## src/rtl/axil_pkg.sv

```systemverilog
// Shared definitions for the AXI-Lite command master.
// Provides the FSM state encoding, AXI response / completion status codes,
// default widths and the AXI-response to completion-status mapping.
package axil_pkg;

    localparam int AXIL_ADDR_W  = 8;
    localparam int AXIL_DATA_W  = 32;
    localparam int AXIL_TIMEOUT = 16;

    localparam logic [1:0] RESP_OKAY    = 2'b00;
    localparam logic [1:0] RESP_SLVERR  = 2'b10;
    localparam logic [1:0] STAT_TIMEOUT = 2'b11;

    typedef enum logic [2:0] {
        IDLE,
        WR_REQ,
        WR_RESP,
        RD_REQ,
        RD_RESP,
        RSP
    } axil_state_e;

    // OKAY/EXOKAY collapse to OKAY; SLVERR/DECERR collapse to SLVERR.
    function automatic logic [1:0] map_resp(input logic [1:0] resp);
        return (resp >= 2'b10) ? RESP_SLVERR : RESP_OKAY;
    endfunction

endpackage

```

## src/rtl/axil_timeout_ctr.sv

```systemverilog
// Watchdog counter for one AXI phase.
// Ports:
//   clk, rst  : clock, asynchronous active-high reset
//   clear     : force count to zero (takes priority over enable)
//   enable    : count this cycle
//   expired   : high while enabled and the count has reached TIMEOUT-1
module axil_timeout_ctr #(
    parameter int TIMEOUT = 16
) (
    input  logic clk,
    input  logic rst,
    input  logic clear,
    input  logic enable,
    output logic expired
);

    localparam int CW = $clog2(TIMEOUT);

    logic [CW-1:0] count;

    always_ff @(posedge clk or posedge rst) begin
        if (rst) begin
            count <= '0;
        end else if (clear) begin
            count <= '0;
        end else if (enable) begin
            count <= count + CW'(1);
        end
    end

    // The owner leaves the phase on expiry, so count never passes TIMEOUT-1.
    assign expired = enable && (count == CW'(TIMEOUT - 1));

endmodule

```

## src/rtl/axil_cmd_master.sv

```systemverilog
// Single-outstanding command master driving an AXI-Lite slave.
// A command (read/write, word address, write data) is accepted on the
// cmd_* stream, issued on AW/W/B or AR/R, and its completion is returned on
// the rsp_* stream. A watchdog aborts any AXI phase that stalls for TIMEOUT
// cycles and reports status 3.
// Ports:
//   AXI_ACLK, AXI_ARESET         : clock, asynchronous active-high reset
//   cmd_valid/ready/write/addr/wdata : command stream
//   rsp_valid/ready/write/rdata/status : completion stream
//   AXI_AW*, AXI_W*, AXI_B*       : AXI-Lite write channels
//   AXI_AR*, AXI_R*               : AXI-Lite read channels
module axil_cmd_master
    import axil_pkg::*;
#(
    parameter int ADDR_W  = AXIL_ADDR_W,
    parameter int DATA_W  = AXIL_DATA_W,
    parameter int TIMEOUT = AXIL_TIMEOUT
) (
    input  logic                AXI_ACLK,
    input  logic                AXI_ARESET,

    input  logic                cmd_valid,
    output logic                cmd_ready,
    input  logic                cmd_write,
    input  logic [ADDR_W-1:0]   cmd_addr,
    input  logic [DATA_W-1:0]   cmd_wdata,

    output logic                rsp_valid,
    input  logic                rsp_ready,
    output logic                rsp_write,
    output logic [DATA_W-1:0]   rsp_rdata,
    output logic [1:0]          rsp_status,

    output logic [ADDR_W-1:0]   AXI_AWADDR,
    output logic                AXI_AWVALID,
    input  logic                AXI_AWREADY,
    output logic [DATA_W-1:0]   AXI_WDATA,
    output logic [DATA_W/8-1:0] AXI_WSTRB,
    output logic                AXI_WVALID,
    input  logic                AXI_WREADY,
    input  logic [1:0]          AXI_BRESP,
    input  logic                AXI_BVALID,
    output logic                AXI_BREADY,
    output logic [ADDR_W-1:0]   AXI_ARADDR,
    output logic                AXI_ARVALID,
    input  logic                AXI_ARREADY,
    input  logic [DATA_W-1:0]   AXI_RDATA,
    input  logic [1:0]          AXI_RRESP,
    input  logic                AXI_RVALID,
    output logic                AXI_RREADY
);

    axil_state_e         state;
    logic [ADDR_W-1:0]   addr_q;
    logic [DATA_W-1:0]   wdata_q;
    logic                write_q;

    logic aw_ok;
    logic w_ok;
    logic busy;
    logic done;
    logic expired;

    assign AXI_AWADDR = addr_q;
    assign AXI_ARADDR = addr_q;
    assign AXI_WDATA  = wdata_q;
    assign AXI_WSTRB  = '1;

    // done: the handshake that ends the current state happens at this edge.
    always_comb begin
        aw_ok = !AXI_AWVALID || AXI_AWREADY;
        w_ok  = !AXI_WVALID  || AXI_WREADY;
        busy  = (state == WR_REQ) || (state == WR_RESP) ||
                (state == RD_REQ) || (state == RD_RESP);
        done  = 1'b0;
        case (state)
            IDLE:    done = cmd_valid && cmd_ready;
            WR_REQ:  done = aw_ok && w_ok;
            WR_RESP: done = AXI_BVALID;
            RD_REQ:  done = AXI_ARREADY;
            RD_RESP: done = AXI_RVALID;
            RSP:     done = rsp_ready;
            default: done = 1'b0;
        endcase
    end

    // Any state change (normal or abort) restarts the watchdog.
    axil_timeout_ctr #(
        .TIMEOUT (TIMEOUT)
    ) u_timer (
        .clk     (AXI_ACLK),
        .rst     (AXI_ARESET),
        .clear   (done || expired),
        .enable  (busy),
        .expired (expired)
    );

    always_ff @(posedge AXI_ACLK or posedge AXI_ARESET) begin
        if (AXI_ARESET) begin
            state       <= IDLE;
            addr_q      <= '0;
            wdata_q     <= '0;
            write_q     <= 1'b0;
            cmd_ready   <= 1'b0;
            rsp_valid   <= 1'b0;
            rsp_write   <= 1'b0;
            rsp_rdata   <= '0;
            rsp_status  <= RESP_OKAY;
            AXI_AWVALID <= 1'b0;
            AXI_WVALID  <= 1'b0;
            AXI_BREADY  <= 1'b0;
            AXI_ARVALID <= 1'b0;
            AXI_RREADY  <= 1'b0;
        end else begin
            case (state)
                IDLE: begin
                    cmd_ready <= 1'b1;
                    if (cmd_valid && cmd_ready) begin
                        cmd_ready <= 1'b0;
                        addr_q    <= cmd_addr;
                        wdata_q   <= cmd_wdata;
                        write_q   <= cmd_write;
                        if (cmd_write) begin
                            AXI_AWVALID <= 1'b1;
                            AXI_WVALID  <= 1'b1;
                            state       <= WR_REQ;
                        end else begin
                            AXI_ARVALID <= 1'b1;
                            state       <= RD_REQ;
                        end
                    end
                end

                WR_REQ: begin
                    // AW and W retire independently; leave once both are done.
                    if (AXI_AWVALID && AXI_AWREADY) AXI_AWVALID <= 1'b0;
                    if (AXI_WVALID && AXI_WREADY)   AXI_WVALID  <= 1'b0;
                    if (aw_ok && w_ok) begin
                        AXI_BREADY <= 1'b1;
                        state      <= WR_RESP;
                    end else if (expired) begin
                        AXI_AWVALID <= 1'b0;
                        AXI_WVALID  <= 1'b0;
                        rsp_write   <= write_q;
                        rsp_rdata   <= '0;
                        rsp_status  <= STAT_TIMEOUT;
                        rsp_valid   <= 1'b1;
                        state       <= RSP;
                    end
                end

                WR_RESP: begin
                    // BREADY stays high so a one-cycle BVALID pulse is caught.
                    if (AXI_BVALID) begin
                        AXI_BREADY <= 1'b0;
                        rsp_write  <= 1'b1;
                        rsp_rdata  <= '0;
                        rsp_status <= map_resp(AXI_BRESP);
                        rsp_valid  <= 1'b1;
                        state      <= RSP;
                    end else if (expired) begin
                        AXI_BREADY <= 1'b0;
                        rsp_write  <= write_q;
                        rsp_rdata  <= '0;
                        rsp_status <= STAT_TIMEOUT;
                        rsp_valid  <= 1'b1;
                        state      <= RSP;
                    end
                end

                RD_REQ: begin
                    if (AXI_ARREADY) begin
                        AXI_ARVALID <= 1'b0;
                        AXI_RREADY  <= 1'b1;
                        state       <= RD_RESP;
                    end else if (expired) begin
                        AXI_ARVALID <= 1'b0;
                        rsp_write   <= write_q;
                        rsp_rdata   <= '0;
                        rsp_status  <= STAT_TIMEOUT;
                        rsp_valid   <= 1'b1;
                        state       <= RSP;
                    end
                end

                RD_RESP: begin
                    if (AXI_RVALID) begin
                        AXI_RREADY <= 1'b0;
                        rsp_write  <= 1'b0;
                        rsp_rdata  <= AXI_RDATA;
                        rsp_status <= map_resp(AXI_RRESP);
                        rsp_valid  <= 1'b1;
                        state      <= RSP;
                    end else if (expired) begin
                        AXI_RREADY <= 1'b0;
                        rsp_write  <= write_q;
                        rsp_rdata  <= '0;
                        rsp_status <= STAT_TIMEOUT;
                        rsp_valid  <= 1'b1;
                        state      <= RSP;
                    end
                end

                RSP: begin
                    if (rsp_ready) begin
                        rsp_valid <= 1'b0;
                        cmd_ready <= 1'b1;
                        state     <= IDLE;
                    end
                end

                default: begin
                    state <= IDLE;
                end
            endcase
        end
    end

endmodule
```

## config.mk

```make
export PLATFORM = sky130hd
export DESIGN_NAME = axil_cmd_master
export DESIGN_NICKNAME = d
export VERILOG_FILES = /design/src/rtl/axil_pkg.sv /design/src/rtl/axil_timeout_ctr.sv /design/src/rtl/axil_cmd_master.sv
export SDC_FILE = /design/constraint.sdc
export NUM_CORES = 1
export LEC_CHECK = 0
export ABC_AREA = 1
export CAP_MARGIN = 30
export CORE_UTILIZATION = 45
export DETAILED_ROUTE_END_ITERATION = 6
export PLACE_DENSITY = 0.79
export SYNTH_ARGS = -nofsm -noshare
export SYNTH_HDL_FRONTEND = slang
export SYNTH_HIERARCHICAL = 1
export SYNTH_SLANG_ARGS = --single-unit
```

## constraint.sdc

```tcl
create_clock -name AXI_ACLK -period 2.9 [get_ports AXI_ACLK]
set_input_delay 0.435 -clock AXI_ACLK [delete_from_list [all_inputs] [get_ports AXI_ACLK]]
set_output_delay 0.435 -clock AXI_ACLK [all_outputs]
set_load 0.01 [all_outputs]
```

# ---- Word-level counts from Yosys, hierarchy flattened
# Index checks and enable logic that the tools add are counted.
dict set report totals {
  reg_bits 90
  latchBits 0
  ram_bits 0
  rom_bits 0
  in_bits 86
  elab_cells 129
  n_memories 0
}
dict set report op_classes {
  add_sub_neg 1
  n_mul 0
  n_div 0
  order_cmp 2
  eq_ne 17
  n_shift 0
  muxes 63
  bitwise_logic 0
  n_reduce_logical 31
}
# operator count
set ops {}
lappend ops {{$mux 32} 5}
lappend ops {{$pmux 32 s4} 1}
lappend ops {{$mux 1} 29}
lappend ops {{$mux 3} 7}
lappend ops {{$pmux 3 s6} 1}
lappend ops {{$mux 2} 8}
lappend ops {{$ne 2x2->1 const B} 7}
lappend ops {{$pmux 1 s2} 6}
lappend ops {{$reduce_and 3->1} 4}
lappend ops {{$reduce_bool 2->1} 6}
lappend ops {{$ne 3x3->1 const B} 3}
lappend ops {{$mux 4} 2}
lappend ops {{$pmux 2 s4} 1}
lappend ops {{$reduce_and 4->1} 2}
lappend ops {{$eq 3x2->1 const B} 2}
lappend ops {{$eq 3x3->1 const B} 2}
lappend ops {{$logic_or 1x1->1} 6}
lappend ops {{$pmux 1 s6} 1}
lappend ops {{$reduce_and 2->1} 3}
lappend ops {{$logic_and 1x1->1} 5}
lappend ops {{$pmux 1 s5} 1}
lappend ops {{$reduce_bool 5->1} 1}
lappend ops {{$add 4x1->4 const B} 1}
lappend ops {{$eq 4x4->1 const B} 1}
lappend ops {{7 further kinds} 9}

# ---- Depth between registers and ports, before layout
dict set report depth {
  word_depth 8
  ltp_mapped 15
  ltp_nobuf 14
}

# ---- Hierarchy
# The synthesis kept the hierarchy.
# mod instances cells_each area_each_um2 seq_area_each_um2
set modules_own_cells {}
lappend modules_own_cells {axil_cmd_master 1 751 5206.2 2152.1}
lappend modules_own_cells {axil_timeout_ctr 1 26 201.4 100.1}

# ---- Worst setup path after synthesis
# OpenSTA, ideal clock, no wires.
dict set report synth_path {
  path_type {register to register}
  from {reg state[0]}
  to {reg rsp_rdata[0]}
  t_arrival_ps 1998
  slack_ps 780
  path_stages_with_launch 13
  path_cell_list {dfrtp_1 nor2_1 nand2_1 nand2_1 nand3_1 nor2_1 buf_2 buf_1 nor2_1 nand3_1 nand3_1 nand2_1 o21ai_2}
}
dict set report synth_between {
  elab_chain_len 8
  word_cells_on_any_way 18
}
# item line_no
set synth_rtl {}
lappend synth_rtl {{from (decl)} axil_cmd_master.sv:53} ;# axil_state_e state;
lappend synth_rtl {{from (signal assigned)} axil_cmd_master.sv:100} ;# state <= IDLE;
lappend synth_rtl {{from (signal assigned)} axil_cmd_master.sv:126} ;# state <= WR_REQ;
lappend synth_rtl {{from (signal assigned)} axil_cmd_master.sv:129} ;# state <= RD_REQ;
lappend synth_rtl {{$eq 3x1->1 or $eq 3x2->1 (tied branches)} axil_cmd_master.sv:73} ;# busy = (state == WR_REQ) || (state == WR_RESP) ||
lappend synth_rtl {{$logic_or 1x1->1 (2 in series)} axil_cmd_master.sv:73}
lappend synth_rtl {{$logic_or 1x1->1 *} axil_cmd_master.sv:74} ;# (state == RD_REQ) || (state == RD_RESP);
lappend synth_rtl {{via busy} axil_cmd_master.sv:60} ;# logic busy;
lappend synth_rtl {{$logic_and 1x1->1 *} axil_timeout_ctr.sv:32} ;# assign expired = enable && (count == CW'(TIMEOUT - 1));
lappend synth_rtl {{via expired} axil_cmd_master.sv:62} ;# logic expired;
lappend synth_rtl {{$mux 32 *} -}
lappend synth_rtl {{$mux 32, on equally long branches} -}
lappend synth_rtl {{$pmux 32 s4 *} axil_cmd_master.sv:115} ;# case (state)
lappend synth_rtl {{to (signal assigned)} axil_cmd_master.sv:107} ;# rsp_rdata <= '0;
lappend synth_rtl {{to (signal assigned)} axil_cmd_master.sv:145} ;# rsp_rdata <= '0;
lappend synth_rtl {{to (signal assigned)} axil_cmd_master.sv:157} ;# rsp_rdata <= '0;
lappend synth_rtl {{to (decl)} axil_cmd_master.sv:31} ;# output logic [DATA_W-1:0] rsp_rdata,
# The timed path passes the listed nets; every way through them passes the cells marked *. The select of a mux whose other input is x is not followed.
# A chain may end at the register's enable or synchronous reset.

# ---- Final worst setup path
dict set report layout_path {
  from {reg state[1]}
  to {reg rsp_rdata[23]}
}
# Same word-level chain as after synthesis.

==> flow_summary.json <==
{
  "syn_area_um2": 5410,
  "slew-limit-headroom": 0.405,
  "finalSetupViolations": 0,
  "synth.ff_latch_count": 90,
  "finalCritPeriodShare": 0.809,
  "powerDensity_nw_per_um2": 991,
  "setup.reg_to_reg.worst_slack_ns": 0.55,
  "grt_pass1_wl_um": 24100,
  "finalWeightedCongestion": 0.854,
  "setup_tns_ns": 0,
  "rr_startpoint": "state[1]$_DFFE_PP0P_",
  "ctsLongestPathBuffers": 2,
  "setup_crit_end_kind": "register",
  "rr_worst_depth": 14,
  "criticalPathCategory": "reg2reg",
  "cts-root-buf": "sky130_fd_sc_hd__clkbuf_16",
  "die_x_um": 112,
  "std_cell_core_area_um2": 11600,
  "post-synth-top-area-cell": "sky130_fd_sc_hd__dfrtp_1",
  "final_common_cell": "sky130_fd_sc_hd__nand2_1",
  "regToRegEndpoint": "rsp_rdata[23]$_DFFE_PP0P_",
  "tightest_slew_ns": 0.892,
  "initialDrtViolationCount": 420,
  "clock_sink_count": 90,
  "critPathLaunch": "state[1]$_DFFE_PP0P_",
  "num_io_pins": 180,
  "post-synth-top-area-fraction": 0.416,
  "antenna_found_initial": 0,
  "io_buffer_count": 173,
  "netlist_instances": 777,
  "grt_setup_unrepaired": "false",
  "cellLeakagePower_nw": 3.66,
  "worst_clock_skew_ns": 0.0111,
  "power.share.combinational": 0.546,
  "max_cap_violations": 0,
  "most-common-layout-cells": "sky130_fd_sc_hd__nand2_1, sky130_fd_sc_hd__clkdlybuf4s50_1, sky130_fd_sc_hd__nand3_1",
  "switchingPower_mw": 3.11,
  "layout_min_cycle_time_ns": 2.35,
  "cts_tree": "yes",
  "area_after_dpl_um2": 7130,
  "yosys_warnings": 6,
  "gr-usage-all-layers": 0.236,
  "drtPass1Iterations": 7,
  "cts_hold_buffers": 0,
  "dp_hpwl_um": 9760,
  "largest_net_degree_at_the_start_of_global_routing": 87,
  "timing.critical_path.fanout_max": 24,
  "p_sw_frac": 0.424,
  "timing_max_transition_violations_final": 0,
  "seq_total_area_yosys": 0.416,
  "critical_path_required_ns": 3.14,
  "worstPathArrival_ns": 2.59,
  "flow.area_growth_from_synthesis_pct": 37.1,
  "clock_slew_at_reported_path_ffs_ns": 0.07,
  "cp-endpoint": "rsp_rdata[23]$_DFFE_PP0P_",
  "p_clk_frac": 0.149,
  "vdd_drop_max_uv": 526,
  "cp-start-kind": "register",
  "grt.overflow.total": 0,
  "detail-route-antenna-nets": 0,
  "internal_power_mw": 4.23,
  "cts.repair_timing.setup_buffer_count": 0,
  "clk-insertion-delay-late_ns": 0.34,
  "holdCritPathClass": "in2async",
  "post-route-drc-count": 8,
  "fill_cells": 1046,
  "failed_checks": "DRC",
  "synth_area_per_cell_um2": 6.96,
  "share_of_cells_above_drive_strength_1": 0.101,
  "die_area_um2": 12500,
  "pwr-share-seq": 0.304,
  "yosysUniqueCellTypes": 30,
  "route.final.wire_length_um": 14400,
  "die_h_um": 112,
  "cts-resized-gates": 0,
  "hold_viol": 0,
  "routed_via_density": 5.00,
  "wire_per_inst_um": 13.5,
  "cts_htree_levels": 3,
  "start_util": 0.468,
  "cts-buffers-inserted": 9,
  "detailroute.via_count": 5335,
  "run_status": "finished, violations left",
  "achievable-frequency_mhz": 426,
  "rows": 39,
  "synth.area.top_cells": "sky130_fd_sc_hd__dfrtp_1, sky130_fd_sc_hd__nand2_1, sky130_fd_sc_hd__nand3_1",
  "grt_pass1_vias": 4978,
  "fin_area_um2": 7410,
  "antenna_cells": 0,
  "final_nets": 1007
}
[through the flow]
| step | hold slack [ns] | utilization | instances | setup WS [ns] | total power, mW |
|---|---|---|---|---|---|
| 2_1_floorplan | 0.201 | - | 780 | 0.243 | 4.76 |
| 3_5_place_dp | 0.464 | 0.617 | 1052 | 0.554 | 6.28 |
| 4_1_cts | 0.351 | 0.641 | 1068 | 0.572 | 7.41 |
| 6_report | 0.353 | 0.641 | 1068 | 0.552 | 7.35 |
| 5_1_grt | 0.369 | 0.641 | 1068 | 0.315 | 7.93 |
| 3_3_place_gp | 0.460 | 0.617 | 1052 | 0.599 | 6.20 |
[sequential cells by signal (all words and copies together), names as in the netlist, 2 cells and up]
name	count
AXI_ARADDR	8
rsp_status	2
AXI_WDATA	32
state	3
rsp_rdata	32
u_timer/count	4
[routing by layer]
layer | GRT usage | part of all wire | wire length [um]
met5 | 0 | 0 | 0
met4 | 0.0505 | 0.0042 | 61
met3 | 0.0719 | 0.097 | 1390
met2 | 0.392 | 0.48 | 6890
met1 | 0.304 | 0.42 | 6030
[cells by family (layout without fill, tap and decap cells)]
group                      after synthesis  count (layout)  share of synthesized area
AOI/OAI and AO/OA                       48              48                     0.0666
buffers and inverters                  121             266                      0.105
DFF                                     90              90                      0.416
other                                    1               4                   0.000693
adders and majority gates                1               1                    0.00231
and+or+nand+nor                        516             516                      0.409
[cells in the mapped netlist]
cell type                  number
sky130_fd_sc_hd__or2_2          2
sky130_fd_sc_hd__conb_1         1
sky130_fd_sc_hd__a31oi_1        2
sky130_fd_sc_hd__inv_4          1
sky130_fd_sc_hd__inv_2          5
sky130_fd_sc_hd__ha_1           1
sky130_fd_sc_hd__nand3b_1       1
sky130_fd_sc_hd__nand3_1      142
sky130_fd_sc_hd__nor2_1        54
sky130_fd_sc_hd__o21ai_2       30
sky130_fd_sc_hd__o21ai_1        2
sky130_fd_sc_hd__inv_1         56
sky130_fd_sc_hd__buf_6          5
sky130_fd_sc_hd__o21bai_1       1
sky130_fd_sc_hd__nand2_2       18
sky130_fd_sc_hd__buf_1          5
sky130_fd_sc_hd__buf_2         20
sky130_fd_sc_hd__clkinv_1       1
sky130_fd_sc_hd__nor2_2         2
sky130_fd_sc_hd__buf_4         13
sky130_fd_sc_hd__o21a_1         1
sky130_fd_sc_hd__a21oi_1        6
sky130_fd_sc_hd__nand4_1        3
sky130_fd_sc_hd__nor2_4         2
sky130_fd_sc_hd__nand3_2        2
sky130_fd_sc_hd__clkbuf_1      15
sky130_fd_sc_hd__dfrtp_1       90
sky130_fd_sc_hd__nand2_1      289
sky130_fd_sc_hd__o21ai_0        6
sky130_fd_sc_hd__and2_1         1
[power groups by stage]
| stage | logic, mW | clock network (mW) | registers (mW) |
|---|---|---|---|
| floorplan | 2.35 | 0 | 2.40 |
| global placement | 3.95 | 0 | 2.24 |
| detailed placement | 4.04 | 0 | 2.24 |
| CTS | 4.05 | 1.12 | 2.24 |
| global route | 4.44 | 1.18 | 2.31 |
| finish | 4.01 | 1.10 | 2.24 |
[layout make-up]
type	count	area, um2	share of cell area
clock buffers	10	229	0.0309
clock inverters	6	48.8	0.00658
inverters	63	240	0.0324
multi-input cells	569	2610	0.353
flip-flops and latches	90	2250	0.304
well taps	143	179	0.0241
repair buffers	187	1850	0.249
[worst min path at each step]
stage	end	start	slack [ns]
3_3_place_gp	AXI_WDATA[30]$_DFFE_PP0P_	AXI_WDATA[30]$_DFFE_PP0P_	0.46
2_1_floorplan	u_timer/count[0]$_DFFE_PP0P_	AXI_ARESET	0.20
4_1_cts	u_timer/count[1]$_DFFE_PP0P_	AXI_ARESET	0.35
5_1_grt	u_timer/count[0]$_DFFE_PP0P_	AXI_ARESET	0.37
3_5_place_dp	AXI_WDATA[11]$_DFFE_PP0P_	AXI_WDATA[11]$_DFFE_PP0P_	0.46
6_report	u_timer/count[1]$_DFFE_PP0P_	AXI_ARESET	0.35
[critical path, cell delays in order, from the launching register on]
cell and delay, ns:
sky130_fd_sc_hd__dfrtp_1 0.44, sky130_fd_sc_hd__inv_2 0.13, sky130_fd_sc_hd__nand2_2 0.10, sky130_fd_sc_hd__nand2_1 0.09, sky130_fd_sc_hd__nand2_1 0.16, sky130_fd_sc_hd__nand3_1 0.20, sky130_fd_sc_hd__nor2_4 0.04, sky130_fd_sc_hd__inv_1 0.24
sky130_fd_sc_hd__buf_4 0.35, sky130_fd_sc_hd__nand3_1 0.13, sky130_fd_sc_hd__nand2_1 0.08, sky130_fd_sc_hd__nand2_1 0.05, sky130_fd_sc_hd__nand3_1 0.09, sky130_fd_sc_hd__nand2_1 0.05, sky130_fd_sc_hd__o21ai_1 0.11
(Power assumes the default switching activity.)
